[config.mk]
export PLATFORM = sky130hd
export DESIGN_NAME = robot_sensor_conditioner
export DESIGN_NICKNAME = d
export VERILOG_FILES = /design/src/rtl/robot_sensor_conditioner_pkg.sv /design/src/rtl/robot_sensor_conditioner_debounce.sv /design/src/rtl/robot_sensor_conditioner.sv
export SDC_FILE = /design/constraint.sdc
export NUM_CORES = 1
export LEC_CHECK = 0
export CAP_MARGIN = 20
export CELL_PAD_IN_SITES_DETAIL_PLACEMENT = 2
export CELL_PAD_IN_SITES_GLOBAL_PLACEMENT = 2
export CORE_AREA = 5 5 90 92
export DETAILED_ROUTE_END_ITERATION = 8
export DIE_AREA = 0 0 95 97
export PLACE_DENSITY = 0.8
export SYNTH_ARGS = -nofsm -noshare
export SYNTH_HDL_FRONTEND = slang
export SYNTH_SLANG_ARGS = --single-unit
[constraint.sdc]
create_clock -name clk -period 3.4 [get_ports clk]
set_input_delay 0.34 -clock clk [delete_from_list [all_inputs] [get_ports clk]]
set_output_delay 0.34 -clock clk [all_outputs]
set_load 0.02 [all_outputs]
[src/rtl/robot_sensor_conditioner_pkg.sv]
// Shared constants and types for the robot sensor conditioning stage.
package robot_sensor_pkg;

    localparam int unsigned N_SENSOR = 5;

    localparam int unsigned CH_X1 = 0;
    localparam int unsigned CH_X2 = 1;
    localparam int unsigned CH_X3 = 2;
    localparam int unsigned CH_X4 = 3;
    localparam int unsigned CH_X5 = 4;

    typedef enum logic {DEB_STABLE, DEB_COUNTING} deb_state_t;

endpackage

[src/rtl/robot_sensor_conditioner_debounce.sv]
// One sensor channel: 2-FF synchroniser, debounce FSM, edge pulses and the
// optional stuck-input watchdog (enabled with SENSOR_WATCHDOG_EN).
module sensor_debounce_ch
    import robot_sensor_pkg::*;
#(
    parameter int unsigned DEB_CYCLES  = 16,
    parameter int unsigned CNT_W       = 5,
    parameter int unsigned WDOG_CYCLES = 65535
) (
    input  logic clk_i,
    input  logic rst_i,
    input  logic en_i,
    input  logic raw_i,
    output logic level_o,
    output logic rise_o,
    output logic fall_o,
    output logic stable_o,
    output logic stuck_o
);

    localparam logic [CNT_W-1:0] CNT_LAST = CNT_W'(DEB_CYCLES - 1);

    if (DEB_CYCLES == 0 || (DEB_CYCLES - 1) >= (1 << CNT_W) || WDOG_CYCLES > 65535) begin : g_bad_param
        $error("sensor_debounce_ch: illegal DEB_CYCLES/CNT_W/WDOG_CYCLES");
    end

    logic             meta_q, sync_q;
    deb_state_t       state_q, state_d;
    logic [CNT_W-1:0] cnt_q, cnt_d;
    logic             level_q, level_d;
    logic             rise_q, rise_d;
    logic             fall_q, fall_d;
    logic             accept;

    always_comb begin
        state_d = state_q;
        cnt_d   = cnt_q;
        level_d = level_q;
        rise_d  = 1'b0;
        fall_d  = 1'b0;
        accept  = 1'b0;
        unique case (state_q)
            DEB_STABLE: begin
                if (sync_q != level_q && en_i) begin
                    if (DEB_CYCLES == 1) begin
                        accept = 1'b1;
                    end else begin
                        state_d = DEB_COUNTING;
                        cnt_d   = CNT_W'(1);
                    end
                end
            end
            DEB_COUNTING: begin
                // A bounce back to the accepted level cancels even on a non-tick cycle.
                if (sync_q == level_q) begin
                    state_d = DEB_STABLE;
                    cnt_d   = '0;
                end else if (en_i) begin
                    if (cnt_q == CNT_LAST) accept = 1'b1;
                    else                   cnt_d  = cnt_q + CNT_W'(1);
                end
            end
        endcase
        if (accept) begin
            state_d = DEB_STABLE;
            cnt_d   = '0;
            level_d = sync_q;
            rise_d  = sync_q;
            fall_d  = ~sync_q;
        end
    end

    always_ff @(posedge clk_i or posedge rst_i) begin
        if (rst_i) begin
            meta_q  <= 1'b0;
            sync_q  <= 1'b0;
            state_q <= DEB_STABLE;
            cnt_q   <= '0;
            level_q <= 1'b0;
            rise_q  <= 1'b0;
            fall_q  <= 1'b0;
        end else begin
            meta_q  <= raw_i;
            sync_q  <= meta_q;
            state_q <= state_d;
            cnt_q   <= cnt_d;
            level_q <= level_d;
            rise_q  <= rise_d;
            fall_q  <= fall_d;
        end
    end

    assign level_o  = level_q;
    assign rise_o   = rise_q;
    assign fall_o   = fall_q;
    assign stable_o = (state_q == DEB_STABLE);

`ifdef SENSOR_WATCHDOG_EN
    localparam logic [15:0] WD_MAX = 16'(WDOG_CYCLES);

    logic [15:0] wd_q, wd_d;

    always_comb begin
        wd_d = wd_q;
        if (accept)                       wd_d = '0;
        else if (en_i && wd_q != WD_MAX)  wd_d = wd_q + 16'd1;
    end

    always_ff @(posedge clk_i or posedge rst_i) begin
        if (rst_i) wd_q <= '0;
        else       wd_q <= wd_d;
    end

    assign stuck_o = (wd_q == WD_MAX);
`else
    assign stuck_o = 1'b0;
`endif

endmodule

[src/rtl/robot_sensor_conditioner.sv]
// Sensor input conditioner feeding controller inputs x1..x5; one debounce
// channel per sensor. Optional watchdog via SENSOR_WATCHDOG_EN.
module robot_sensor_conditioner
    import robot_sensor_pkg::*;
#(
    parameter int unsigned N_CH        = N_SENSOR,
    parameter int unsigned DEB_CYCLES  = 16,
    parameter int unsigned CNT_W       = 5,
    parameter int unsigned WDOG_CYCLES = 65535
) (
    input  logic            clk,
    input  logic            rst,
    input  logic            en,
    input  logic [N_CH-1:0] raw_in,
    output logic [N_CH-1:0] sensor_out,
    output logic [N_CH-1:0] rise,
    output logic [N_CH-1:0] fall,
    output logic            settled,
    output logic [N_CH-1:0] stuck
);

    logic [N_CH-1:0] stable;

    for (genvar i = 0; i < N_CH; i++) begin : g_ch
        sensor_debounce_ch #(
            .DEB_CYCLES  (DEB_CYCLES),
            .CNT_W       (CNT_W),
            .WDOG_CYCLES (WDOG_CYCLES)
        ) u_ch (
            .clk_i    (clk),
            .rst_i    (rst),
            .en_i     (en),
            .raw_i    (raw_in[i]),
            .level_o  (sensor_out[i]),
            .rise_o   (rise[i]),
            .fall_o   (fall[i]),
            .stable_o (stable[i]),
            .stuck_o  (stuck[i])
        );
    end

    assign settled = &stable;

endmodule
[Word level (Yosys, flattened, before mapping)]
Cells that the tools add are included.
W data, S select, Z words.
Operators by class
  add/sub/neg operators: 5
  mux-type cells: 80
  reductions and logical operators: 11
  bitwise operators: 10
  equality and inequality tests: 30
Operators by type and width (number)
  $mux W5: 25
  $pmux W5 S2: 5
  $mux W1: 45
  $ne A4 B4 Y1 const B: 10
  $add A5 B1 Y5 const B: 5
  $eq A5 B4 Y1 const B: 5
  $ne A3 B3 Y1 const B: 5
  $reduce_and A3 Y1: 5
  $not A1 Y1: 10
  $pmux W1 S2: 5
  $eq A1 B1 Y1: 5
  $logic_and A1 B1 Y1: 5
  $ne A1 B1 Y1: 5
  $reduce_and A5 Y1: 1
Word-level totals
  register bits: 55
  logic and storage cells: 171
  input port bits: 8

[Logic depth before layout (Yosys ltp)]
Gate-level depths: netlist of the first run.
  depth in word-level cells: 7
  gate-level depth with buffers: 6
  gate-level depth less buffers: 6

[By module]
From an unflattened synthesis of the first run, not the netlist that was laid out.
Unflattened totals
  cell total of the unflattened synthesis: 255
  area, all modules: 2740.1 um^2
Modules (own cells, without submodules)
  sensor_debounce_ch (g_ch[0].u_ch ...): times used 4, cells an instance 50, area each 540.5 um^2
  sensor_debounce_ch (g_ch[3].u_ch): times used 1, cells an instance 52, area each 565.5 um^2
  robot_sensor_conditioner: times used 1, cells an instance 3, area each 12.5 um^2

[Worst setup path after synthesis of the first run]
Ideal clock, no wire load.
  path type: register to output
  start point: register g_ch[1].u_ch.state_q
  end point: output settled
  setup slack: 1.743 ns
  cell stages (with the launch flop): 4
  buffers on the path: 1
  arrival time: 1.317 ns
  cells stage by stage: dfrtp_1 > clkbuf_1 > or4_1 > nor2_1
On the way
  word-level cells in the longest chain between the ends: 2
RTL lines
  from (decl): line robot_sensor_conditioner_debounce.sv:28  | deb_state_t state_q, state_d;
  from (signal assigned): line robot_sensor_conditioner_debounce.sv:85  | state_q <= state_d;
  $not A1 Y1: line robot_sensor_conditioner_debounce.sv:96  | assign stable_o = (state_q == DEB_STABLE);
  $reduce_and A5 Y1: line robot_sensor_conditioner.sv:42  | assign settled = &stable;
  to (decl): line robot_sensor_conditioner.sv:18  | output logic settled,
No other way between the ends.

[Final worst setup path of the first run]
Same ends and word-level chain as after synthesis.

==> results.rst, run 1 <==
.. list-table::
   :header-rows: 1

   * - Metric
     - Value
   * - Result of the run
     - finished clean
   * - CP required
     - 3.06 ns
   * - Hold crit path type
     - flip-flop to flip-flop
   * - Final setup slack of the worst path
     - 0.9450 ns
   * - Fill cell total of the finished layout
     - 763
   * - Fraction of final layout cells sized beyond drive strength 1
     - 0.08989
   * - Detailed-placement wirelength estimate
     - 4.343 mm
   * - Post-Place Setup Slack
     - 1.070 ns
   * - Worst Path Class, Setup
     - flip-flop to output port
   * - Count of flip-flops with a built-in enable after synthesis
     - 0
   * - Total routing usage reported by global routing
     - 0.1456
   * - Remaining design rule violation count
     - 0
   * - Tightest Pin Transition
     - 0.5977 ns
   * - Final worst path period share
     - 0.7221
   * - Max cap viols
     - 0
   * - Endpoints failing setup
     - 0
   * - DRC marker count from the first detailed-route iteration
     - 83
   * - Capturing element type of the critical path
     - output port
   * - Final min period
     - 2.455 ns
   * - Count of warnings emitted by yosys
     - 0
   * - Overflow left after global routing
     - 0
   * - Mapped cell area
     - 2821 um^2
   * - CP max FO
     - 11
   * - Post-detailed-route count of antenna-violating nets
     - 0
   * - Worst-Skew Late Latency
     - 0.31 ns
   * - Maximum vdd ir drop
     - 0.2343 mV
   * - Chain of cells forming the critical path
     - or4_1 -> nor2_1 -> clkdlybuf4s50_1
   * - Number of global-route vias before repair
     - 2158
   * - Cell family with the largest share of critical-path delay
     - simple AND/OR/NAND/NOR gates
   * - H-tree depth
     - 2
   * - Max-slew headroom
     - 0.6009
   * - Max Freq
     - 407.3 MHz
   * - Number of antenna violations at the first check in global routing
     - 0
   * - Final Non-Filler Cells
     - 366
   * - Initial cell density of the core
     - 0.3953
   * - Total of cells resized after clock tree synthesis
     - 0
   * - Diode count
     - 0
   * - Category of the worst setup path launch point
     - flip-flop
   * - Total wire length
     - 6.271 mm
   * - Core outline area
     - 7137 um^2
   * - Ratio of routed vias to standard cells
     - 5.410
   * - Cells after Synth
     - 258
   * - Via count of the routed design
     - 1980
   * - Final core utilization
     - 0.4399
   * - Most common cell after layout, fill and taps aside
     - dfrtp_1
   * - Number of placement rows
     - 31
   * - CP max stage cell
     - clkdlybuf4s50_1
   * - Worst hold slack
     - 0.3583 ns
   * - Final routed wire length divided by cell count
     - 17.13 um
   * - Hold Buf Count CTS
     - 0
   * - Count of buffer and inverter cells on the critical path
     - 1
   * - Clock skew
     - 0.003153 ns
   * - Average instance area after synthesis
     - 10.94 um^2
   * - Leakage power
     - 1.379 nW
   * - Cell Pwr Density
     - 421.5 nW/um^2
   * - Register bit total from synthesis
     - 55
   * - Die X-Extent
     - 95 um
   * - Top FF cell, synth
     - dfrtp_1
   * - Clock tree from TritonCTS
     - built
   * - Height of the chip
     - 97 um
   * - Slowest Stage Delay on Critical Path
     - 0.61 ns
   * - Wire length of the first global-routing pass
     - 10.76 mm
   * - Final net count
     - 284
   * - Commonest cells after routing, fill and taps aside
     - dfrtp_1, clkdlybuf4s50_1, o21ai_0
   * - Port Buffers
     - 23
   * - Largest net degree at the start of global routing
     - 46
   * - Setup repair after global routing missed its margin
     - false
   * - Die area
     - 9215 um^2
   * - Clock tree root buffer cell
     - clkbuf_8
   * - Netlist cell types
     - 45
   * - Synth-to-Final Area Change
     - 11.26%
   * - Share of flip-flops with an asynchronous set or reset after synthesis
     - 1.000
   * - First-pass detailed-route iteration total
     - 4
   * - Register area share after synthesis
     - 0.4878
   * - Setup bufs post-CTS
     - 0
   * - Deepest clock path buffer count
     - 2
   * - CTS Sinks
     - 55
   * - Crit path arrival time
     - 2.11 ns
   * - Final weighted congestion in routability-driven placement
     - 0.7895
   * - Fin Setup TNS
     - 0 ns
   * - Number of max-slew violations in the final report
     - 0
   * - Post-CTS clock slew at the launch and capture registers of the worst setup and hold paths
     - 0.10 ns
   * - Cell count after placement
     - 358
   * - Final Hold Violating Endpoints
     - 0
   * - Total clock buffers created by CTS
     - 5
   * - Boundary Pins
     - 29
## routing by layer
layer  wire length, um  part of all wire  vias up  GRT usage
met5                 0                 0        -          0
li1                  -                 -      923          -
met1              2849              0.45     1034     0.1867
met4                53            0.0085        0    0.03330
met3               119             0.019        6    0.03103
met2              3248              0.52       17     0.2484
## area by class of cell
class,count,area (um^2),area share
Sequential cell,55,1376,0.4384
Multi-Input combinational cell,165,1224,0.3898
Timing Repair Buffer,25,245.2,0.07812
Tap cell,99,123.9,0.03946
Clock buffer,6,82.58,0.02631
Inverter,14,52.55,0.01674
Clock inverter,2,35.03,0.01116
## path summary, 6_finish.rpt
kind	start	endpoint	slack [ns]	cells after the start
worst min register to register	g_ch[0].u_ch.meta_q	g_ch[0].u_ch.sync_q	0.36	0
worst min-delay path	g_ch[0].u_ch.meta_q	g_ch[0].u_ch.sync_q	0.36	0
worst max-delay path	g_ch[1].u_ch.state_q	settled	0.95	3
min in group asynchronous	rst	g_ch[3].u_ch.sync_q	0.41	2
worst max register to register	g_ch[3].u_ch.cnt_q[0]	g_ch[3].u_ch.cnt_q[3]	1.52	6
max in group asynchronous	rst	g_ch[1].u_ch.fall_o	2.18	3
## worst register-to-register path, delay by kind of cell, from the launching register on
kind | cells | cell delay, ns
simple gates | 3 | 0.74
fa+ha+maj | 2 | 0.48
compound gates | 1 | 0.16
flops | 1 | 0.44
## power by group
part	internal [W]	switching, W	leakage (nW)	total (W)
combinational	0.0000573	0.0000788	0.599	0.000136
clock	0.000239	0.000225	0.0612	0.000464
sequential	0.000683	0.0000403	0.719	0.000723
total	0.000979	0.000344	1.38	0.00132
## Yosys cell counts, drive strengths merged (2+ instances only)
cell,count,share of area
nor4b,4,0.012
nor2b,7,0.016
and3,8,0.018
inv,13,0.017
ha,10,0.044
nand2,5,0.0067
a311o,2,0.0071
dfrtp,55,0.49
nand3,10,0.018
o22ai,4,0.0089
o211ai,4,0.011
a211oi,2,0.0053
o2bb2ai,3,0.0093
nor2,12,0.016
a22o,4,0.012
clkbuf,5,0.0067
mux2,9,0.036
xnor2,5,0.024
nor4bb,2,0.0071
buf,23,0.059
nor3b,13,0.035
nand2b,3,0.0067
xor2,4,0.015
mux2i,4,0.014
o21ai,15,0.027
a32o,5,0.018
nand3b,4,0.011
a21oi,9,0.016
## state kept, by name (all words and copies together), names as in the netlist
signal / count
g_ch.u_ch.sync_q: 5
g_ch.u_ch.cnt_q: 25
g_ch.u_ch.fall_o: 5
g_ch.u_ch.meta_q: 5
g_ch.u_ch.level_o: 5
g_ch.u_ch.rise_o: 5
g_ch.u_ch.state_q: 5
## stage by stage
step                      total power, W  area, um^2
after floorplan                0.0008273        2836
after global placement         0.0008626        3022
after detailed placement       0.0008727        3022
after CTS                       0.001344        3139
after global routing            0.001388        3139
final                           0.001323        3139
## cell families after synthesis
logic type                 after synthesis  synth area share
AOI/OAI and AO/OA                       54            0.1326
xor gates and xnor gates                 9           0.03859
DFF                                     55            0.4878
and+or+nand+nor                         74            0.1614
muxes                                   13           0.05011
other                                    1          0.001329
buffers and inverters                   42           0.08381
adders and majority gates               10           0.04435
Note: power is estimated with default switching activity, not from simulation.
==> run 2, diff against run 1 <==
--- a/config.mk
+++ b/config.mk
@@ -8,10 +8,10 @@
 export CAP_MARGIN = 20
 export CELL_PAD_IN_SITES_DETAIL_PLACEMENT = 2
 export CELL_PAD_IN_SITES_GLOBAL_PLACEMENT = 2
-export CORE_AREA = 5 5 90 92
+export CORE_AREA = 5 5 94 96
 export DETAILED_ROUTE_END_ITERATION = 8
-export DIE_AREA = 0 0 95 97
-export PLACE_DENSITY = 0.8
+export DIE_AREA = 0 0 99 101
+export PLACE_DENSITY = 0.74
 export SYNTH_ARGS = -nofsm -noshare
 export SYNTH_HDL_FRONTEND = slang
 export SYNTH_SLANG_ARGS = --single-unit
==> constraint.sdc (replaced) <==
create_clock -name clk -period 2.5 [get_ports clk]
set_input_delay 0.25 -clock clk [delete_from_list [all_inputs] [get_ports clk]]
set_output_delay 0.25 -clock clk [all_outputs]
set_load 0.02 [all_outputs]
==> results.rst, run 2 (same netlist as run 1, synthesis figures left out) <==
.. list-table::
   :header-rows: 1

   * - Metric
     - Value
   * - Result of the run
     - finished clean
   * - Hold Buf Count CTS
     - 0
   * - Launching instance or port of the critical path
     - g_ch[0].u_ch.state_q
   * - Wire length of the first global-routing pass
     - 10.50 mm
   * - Fin Setup TNS
     - 0 ns
   * - Final min period
     - 2.394 ns
   * - Clock tree root buffer cell
     - clkbuf_8
   * - Setup repair after global routing missed its margin
     - false
   * - Final weighted congestion in routability-driven placement
     - 0.7040
   * - Final worst path period share
     - 0.9575
   * - Die area
     - 9999 um^2
   * - Capturing element type of the critical path
     - output port
   * - Largest net degree at the start of global routing
     - 56
   * - Height of the chip
     - 101 um
   * - Total wire length
     - 6.213 mm
   * - Reg-to-Reg Start
     - g_ch[0].u_ch.cnt_q[0]
   * - Crit path arrival time
     - 2.14 ns
   * - Diode count
     - 0
   * - Deepest clock path buffer count
     - 2
   * - Synth-to-Final Area Change
     - 11.35%
   * - Die X-Extent
     - 99 um
   * - Endpoints failing setup
     - 0
   * - Sequential Area
     - 1378 um^2
   * - CP max FO
     - 11
   * - CP required
     - 2.25 ns
   * - Worst Path Class, Setup
     - flip-flop to output port
   * - Remaining design rule violation count
     - 0
   * - Number of placement rows
     - 33
   * - Hold crit path type
     - primary input to asynchronous set/reset pin
   * - Clock skew
     - 0.01204 ns
   * - Number of flip-flops under the largest register name
     - 25
   * - Ratio of routed vias to standard cells
     - 5.214
   * - Total routing usage reported by global routing
     - 0.1284
   * - Worst-Skew Late Latency
     - 0.32 ns
   * - Cell Pwr Density
     - 536.7 nW/um^2
   * - Leakage power
     - 1.374 nW
   * - Fill cell total of the finished layout
     - 857
   * - Boundary Pins
     - 29
   * - Number of global-route vias before repair
     - 2088
   * - Number of max-slew violations in the final report
     - 0
   * - Clock tree from TritonCTS
     - built
   * - Area used by multi-input combinational logic
     - 1224 um^2
   * - Most common cell after layout, fill and taps aside
     - dfrtp_1
   * - DRC marker count from the first detailed-route iteration
     - 39
   * - Port Buffers
     - 23
   * - Fraction of final layout cells sized beyond drive strength 1
     - 0.09701
   * - Final Hold Violating Endpoints
     - 0
   * - Total clock buffers created by CTS
     - 5
   * - Via count of the routed design
     - 1945
   * - Category of the worst setup path launch point
     - flip-flop
   * - Top register by number of flip-flops
     - g_ch.u_ch.cnt_q
   * - Detailed-placement wirelength estimate
     - 4.360 mm
   * - Number of antenna violations at the first check in global routing
     - 0
   * - Final Non-Filler Cells
     - 373
   * - Initial cell density of the core
     - 0.3541
   * - Post-detailed-route count of antenna-violating nets
     - 0
   * - Maximum vdd ir drop
     - 0.2804 mV
   * - Post-CTS clock slew at the launch and capture registers of the worst setup and hold paths
     - 0.11 ns
   * - Max cap viols
     - 0
   * - H-tree depth
     - 2
   * - Core outline area
     - 7969 um^2
   * - Overflow left after global routing
     - 0
   * - Cell area reported after detailed placement
     - 3049 um^2
   * - Commonest cells after routing, fill and taps aside
     - dfrtp_1, clkdlybuf4s50_1, o21ai_0
   * - Final instance area
     - 3142 um^2
   * - Final routed wire length divided by cell count
     - 16.66 um
   * - Cell count after placement
     - 365
   * - Worst hold slack
     - 0.2930 ns
   * - Max Freq
     - 417.8 MHz
   * - First-pass detailed-route iteration total
     - 4
   * - Final net count
     - 285
   * - CTS Sinks
     - 55
## run 2: cell type report
class                      count  share of cell area
timing repair buffer          26             0.08443
multi-input combinational    165              0.3895
clock inverter                 3            0.007168
tap                          105             0.04182
inverter                      14             0.01673
sequential                    55              0.4385
clock buffer                   5             0.02190
## run 2: final timing paths
path                                         endpoint  slack (ns)  cells after the start
worst min-delay path             g_ch[3].u_ch.level_o        0.29                      3
max in group asynchronous         g_ch[4].u_ch.rise_o        1.95                      3
worst max-delay path                          settled        0.11                      3
min in group clk                  g_ch[0].u_ch.meta_q        0.36                      1
worst max register to register  g_ch[0].u_ch.cnt_q[2]        0.55                      6
worst min register to register    g_ch[2].u_ch.sync_q        0.36                      0
## run 2: metrics by stage
step                setup slack (ns)    util  power, W
CTS                          0.03378  0.3941  0.001719
floorplan                     0.8585       -  0.001125
detailed placement            0.4106  0.3826  0.001191
global route                 0.04086  0.3943  0.001781
global placement              0.4559  0.3826  0.001177
finish                        0.1063  0.3943  0.001686
## run 2: critical path, cell delays in order, from the launching register on
cell and delay [ns]:
dfrtp_1 0.50, or4_1 0.59, nor2_1 0.12, clkdlybuf4s50_1 0.62
## run 2: repair_timing
action                                  in CTS  in global routing
resized for setup                            0                  1
setup buffers                                0                  0
hold endpoints to repair                     0                  0
endpoints found under the setup margin       0                  1
## run 2: layer usage
layer / wire length [um] / vias up / part of all wire / global-route usage
met4: 57 / 0 / 0.0092 / 0.03782
li1: - / 925 / - / -
met3: 125 / 6 / 0.020 / 0.01938
met1: 2777 / 993 / 0.45 / 0.1638
met2: 3252 / 21 / 0.52 / 0.2252
met5: 0 / - / 0 / 0
## run 2: power by group
part | internal [W] | leakage [nW] | total (W) | switching [W]
clock network | 0.000202 | 0.0485 | 0.000516 | 0.000314
registers | 0.000929 | 0.717 | 0.000982 | 0.0000526
logic | 0.0000808 | 0.608 | 0.000188 | 0.000108
==> run 3, diff against run 2 <==
--- a/config.mk
+++ b/config.mk
@@ -12,6 +12,7 @@
 export DETAILED_ROUTE_END_ITERATION = 8
 export DIE_AREA = 0 0 99 101
 export PLACE_DENSITY = 0.74
+export SKIP_LAST_GASP = 1
 export SYNTH_ARGS = -nofsm -noshare
 export SYNTH_HDL_FRONTEND = slang
 export SYNTH_SLANG_ARGS = --single-unit
==> results of run 3 <==
No change in the layout: final DEF, timing and power equal those of run 2.
